File: config.mk
export PLATFORM = sky130hd
export DESIGN_NAME = pipeline_reg_chain
export DESIGN_NICKNAME = d
export VERILOG_FILES = /design/src/rtl/pipeline_reg_chain.sv
export SDC_FILE = /design/constraint.sdc
export NUM_CORES = 1
export LEC_CHECK = 0
export CORE_ASPECT_RATIO = 1.5
export CORE_MARGIN = 3
export CORE_UTILIZATION = 48
export CTS_CLUSTER_SIZE = 20
export DETAILED_ROUTE_END_ITERATION = 7
export PLACE_DENSITY = 0.86
export REMOVE_ABC_BUFFERS = 1
export SYNTH_ARGS = -nofsm -noshare
export SYNTH_HDL_FRONTEND = slang
export SYNTH_HIERARCHICAL = 1
export SYNTH_SLANG_ARGS = --single-unit
File: constraint.sdc
create_clock -name clk -period 2.54 [get_ports clk]
set_input_delay 0.381 -clock clk [delete_from_list [all_inputs] [get_ports clk]]
set_output_delay 0.381 -clock clk [all_outputs]
set_load 0.01 [all_outputs]
File: src/rtl/pipeline_reg_chain.sv
// pipeline_reg_chain -- parametrised elastic register chain with valid/ready
// backpressure, global flush and occupancy count. Stage 0 is the input side,
// stage DEPTH-1 drives out_*.
//
// Ports:
//   clk, rst            rising-edge clock, asynchronous active-low reset
//   flush               synchronous invalidate of every stage (input entry dropped)
//   in_valid/in_ready   upstream handshake; in_data/in_tag = payload and dest reg
//   out_valid/out_ready downstream handshake; out_data/out_tag from last stage
//   occupancy           number of valid stages
//   fwd_tag/fwd_hit/fwd_data  forwarding lookup (youngest matching stage)
//
// Optional feature macro: PIPE_FWD_EN. When undefined, fwd_tag is ignored and
// fwd_hit/fwd_data are tied to zero with no comparators built.

module pipeline_reg_stage #(
  parameter int ENT_W = 37
) (
  input  logic             clk,
  input  logic             rst,
  input  logic             flush,
  input  logic             adv,
  input  logic             src_valid,
  input  logic [ENT_W-1:0] src_ent,
  output logic             valid,
  output logic [ENT_W-1:0] ent
);
  always_ff @(posedge clk or negedge rst) begin
    if (!rst) begin
      valid <= 1'b0;
      ent   <= '0;
    end else begin
      if (flush)    valid <= 1'b0;
      else if (adv) valid <= src_valid;
      // Payload only moves with a live entry; an invalidated stage keeps stale bits.
      if (adv && src_valid && !flush) ent <= src_ent;
    end
  end
endmodule

module pipeline_reg_chain #(
  parameter int WIDTH = 32,
  parameter int TAG_W = 5,
  parameter int DEPTH = 2,
  localparam int OCC_W = $clog2(DEPTH+1)
) (
  input  logic             clk,
  input  logic             rst,
  input  logic             flush,
  input  logic             in_valid,
  output logic             in_ready,
  input  logic [WIDTH-1:0] in_data,
  input  logic [TAG_W-1:0] in_tag,
  output logic             out_valid,
  input  logic             out_ready,
  output logic [WIDTH-1:0] out_data,
  output logic [TAG_W-1:0] out_tag,
  output logic [OCC_W-1:0] occupancy,
  input  logic [TAG_W-1:0] fwd_tag,
  output logic             fwd_hit,
  output logic [WIDTH-1:0] fwd_data
);
  typedef struct packed {
    logic [TAG_W-1:0] tag;
    logic [WIDTH-1:0] data;
  } entry_t;

  localparam int ENT_W = WIDTH + TAG_W;

  // Index 0 is the upstream source; index i+1 is the output of stage i.
  logic   [DEPTH:0] vld_pipe;
  entry_t [DEPTH:0] ent_pipe;
  logic   [DEPTH-1:0] adv;

  assign vld_pipe[0] = in_valid;
  assign ent_pipe[0] = '{tag: in_tag, data: in_data};

  // Stage i may advance if any stage from i to the output is empty or the
  // output is being consumed. Written flat rather than as a ripple so the
  // ready path has no self-referencing vector.
  always_comb begin
    adv = '0;
    for (int i = 0; i < DEPTH; i++) begin
      logic full;
      full = 1'b1;
      for (int j = i; j < DEPTH; j++) full = full & vld_pipe[j+1];
      adv[i] = !full || out_ready;
    end
  end

  for (genvar g = 0; g < DEPTH; g++) begin : g_stg
    pipeline_reg_stage #(.ENT_W(ENT_W)) u_stg (
      .clk       (clk),
      .rst       (rst),
      .flush     (flush),
      .adv       (adv[g]),
      .src_valid (vld_pipe[g]),
      .src_ent   (ent_pipe[g]),
      .valid     (vld_pipe[g+1]),
      .ent       (ent_pipe[g+1])
    );
  end

  assign in_ready  = adv[0];
  assign out_valid = vld_pipe[DEPTH];
  assign out_data  = ent_pipe[DEPTH].data;
  assign out_tag   = ent_pipe[DEPTH].tag;

  // Population count of the stage valid flops.
  always_comb begin
    occupancy = '0;
    for (int i = 1; i <= DEPTH; i++) occupancy = occupancy + OCC_W'(vld_pipe[i]);
  end

`ifdef PIPE_FWD_EN
  // Scan output-to-input so the youngest (lowest index) match wins.
  always_comb begin
    fwd_hit  = 1'b0;
    fwd_data = '0;
    for (int i = DEPTH-1; i >= 0; i--) begin
      if (vld_pipe[i+1] && (ent_pipe[i+1].tag == fwd_tag) && (fwd_tag != '0)) begin
        fwd_hit  = 1'b1;
        fwd_data = ent_pipe[i+1].data;
      end
    end
  end
`else
  logic unused_fwd;
  assign unused_fwd = ^fwd_tag;
  assign fwd_hit    = 1'b0;
  assign fwd_data   = '0;
`endif

endmodule
==> flow_summary.toml <==
[clock_tree]
htreeDepth = 3
cts.repair.resized = 0
ctsHoldBuffers = 0
cts_tree = "built"
cts_root_buffer = "clkbuf_8"
clockBufferDepth = 2
path_clk_slew_ns = 0.08
clk_latency_ns = 0.33
numClockSinks = 76
postCtsSetupBuffers = 0
cts_made_buffers = 9

[place]
numPortBuffers = 82
dp_cells = 356
gp_congestion = 0.700
pre_cts_ws_ns = 0.565
dpl.hpwl_mm = 4.06

[finish]
multiInputGateArea_mm2 = 0.00125
final-seq-area_mm2 = 0.00190
fillers = 535
stdcell_count = 371
final_common_cell = "clkdlybuf4s50_1"
final_cell_mix = "clkdlybuf4s50_1 (81), dfrtp_1 (76), mux2_4 (60), conb_1 (33), mux2_2 (14)"
fin_nets = 337
drive_above_1_share_pct = 31.7
area_growth_pct = 24.6
num_antenna_cells = 0

[synthesis]
synth-xor-area-share_pct = 0
synth-adder-area-share_pct = 0.366
syn_avg_cell_area_um2 = 17.0
yosys.area_share.simple_pct = 1.02
synthDistinctLibCells = 12
synth_cells = 201
synth_top_family_by_area = "multiplexers"
ys_ff_latch = 76
synth_compound_area_share_pct = 0
synthMuxAreaShare_pct = 31.5
synth_area_mm2 = 0.00342
ys_warn_count = 6
ys_seq_area_share_pct = 55.6

[route]
highest_layer = "met4"
wl_met1_mm = 2.45
drt_iter0_markers = 76
vias = 1762
wirelength_mm = 5.89
drc = 0
route.met2.wl_mm = 3.07
wl_per_cell_um = 15.9
viasPerCell = 4.75
met3_length_um = 296
dr.pass1.iters = 4
ant_nets = 0

[global_routing]
antenna_found_initial = 0
grt_pass1_vias = 1835
track_usage_pct = 14.9
grt_max_degree = 77
grt_first_pass_wirelength_mm = 9.23
overflow = 0

[floorplan]
die_area_mm2 = 0.00820
die_x_um = 74.9
core_mm2 = 0.00690
dieHeight_um = 109
rows = 37
initial_core_util_pct = 49.6
io_pins = 121

[sta]
setup_ws_ns = 0.509
period_share_pct = 80.0
finalHoldViolations = 0
setup_violations = 0
grt_setup_unrepaired = "no"
max_slew.worst_pin.slew_ns = 0.935
fin_crit_ns = 2.03
drv_slew = 0
slew_headroom_pct = 37.7
fin_skew_ns = 0.0103
max_freq_mhz = 492

[worst_setup_path]
crit_chain = "ha_1 > nand2b_1 > clkdlybuf4s50_1"
r2r_cells = 5
r2r_slack_ns = 0.89
worstReg2RegStart = "g_stg[1].u_stg/valid$_DFFE_PN0P_"
cp.arrival_ns = 1.65
end_kind = "output port"
cp-start-kind = "flip-flop"
cpPeakStageDelay_ns = 0.55
r2r-end = "g_stg[0].u_stg/ent[34]$_DFFE_PN0P_"
critical_path.slowest_cell = "clkdlybuf4s50_1"
path_class = "reg -> out"
path_max_fanout = 4
critPathRequiredTime_ns = 2.16
startpoint = "g_stg[1].u_stg/valid$_DFFE_PN0P_"

[power]
power.density_mw_per_mm2 = 802
ir_drop_mv = 0.500
p_leak_uw = 0.00208

[flow_run]
drv_cap = 0

[run_status]
status = "completed"

[min_path]
min_path_type = "in -> async"
-- state kept, by name, indices dropped and copies added, names as in the netlist --
name and cells:
g_stg.u_stg/ent 74, g_stg.u_stg/valid 2
-- cells by family (layout without fill, tap and decap cells) --
family | after synthesis | after routing
and+or+nand+nor | 6 | 6
muxes | 76 | 76
other | 1 | 33
adders and majority gates | 1 | 1
DFF | 76 | 76
buffers and inverters | 41 | 101
-- area by class of cell --
type / count / share of cell area [%]
flip-flops and latches: 76 / 44.6
multi-input cells: 116 / 29.3
repair buffers: 86 / 19.9
well taps: 78 / 2.29
clock inverters: 4 / 0.616
clock buffers: 11 / 3.31
-- worst max path at each step --
stage                                              to  slack (ns)  cells after the start
floorplan           g_stg[0].u_stg/ent[0]$_DFFE_PN0P_       -0.42                      4
global placement    g_stg[0].u_stg/ent[0]$_DFFE_PN0P_        0.58                      5
detailed placement  g_stg[1].u_stg/ent[0]$_DFFE_PN0P_        0.57                      5
CTS                                          in_ready        0.48                      3
global route                                 in_ready        0.38                      3
finish                                       in_ready        0.51                      3
-- metrics by stage --
stage | hold slack [ns] | util [%] | instance area (um2) | setup TNS (ns) | total power, uW
6_report | 0.190 | 61.8 | 4270 | 0 | 3420
5_1_grt | 0.241 | 61.8 | 4270 | 0 | 3600
2_1_floorplan | 0.0854 | - | 3150 | -18.15 | 2140
3_5_place_dp | 0.491 | 59.4 | 4100 | 0 | 2670
3_3_place_gp | 0.482 | 59.4 | 4100 | 0 | 2640
4_1_cts | 0.213 | 61.8 | 4270 | 0 | 3470
-- synth_stat cells --
cell	count	area share, %
buf_4	33	7.2
nand3b_1	2	0.44
nand2b_1	2	0.37
mux2_4	60	26
mux2_2	14	4.6
buf_12	6	3.5
nor2_1	2	0.22
conb_1	1	0.11
buf_6	2	0.66
dfrtp_1	76	56
ha_1	1	0.37
mux2i_1	2	0.59
-- where the power goes --
part           internal [uW]  switching [uW]  total [uW]
registers               1480             150        1630
clock network            375             410         784
logic                    687             322        1010
total                   2540             882        3420
-- critical path: cells and delay by family, from the launching register on --
family                   cells  cell delay, ns
adder cells (fa/ha/maj)      1            0.23
buffers and inverters        1            0.55
AND/OR/NAND/NOR              1            0.12
flip-flops                   1            0.42
-- metal layers --
layer | vias up | global-route usage [%]
met2 | 67 | 24.2
met4 | 0 | 5.34
met5 | - | 0
met1 | 897 | 19.3
li1 | 792 | -
met3 | 6 | 3.48
Power figures use the tool's default switching activity.
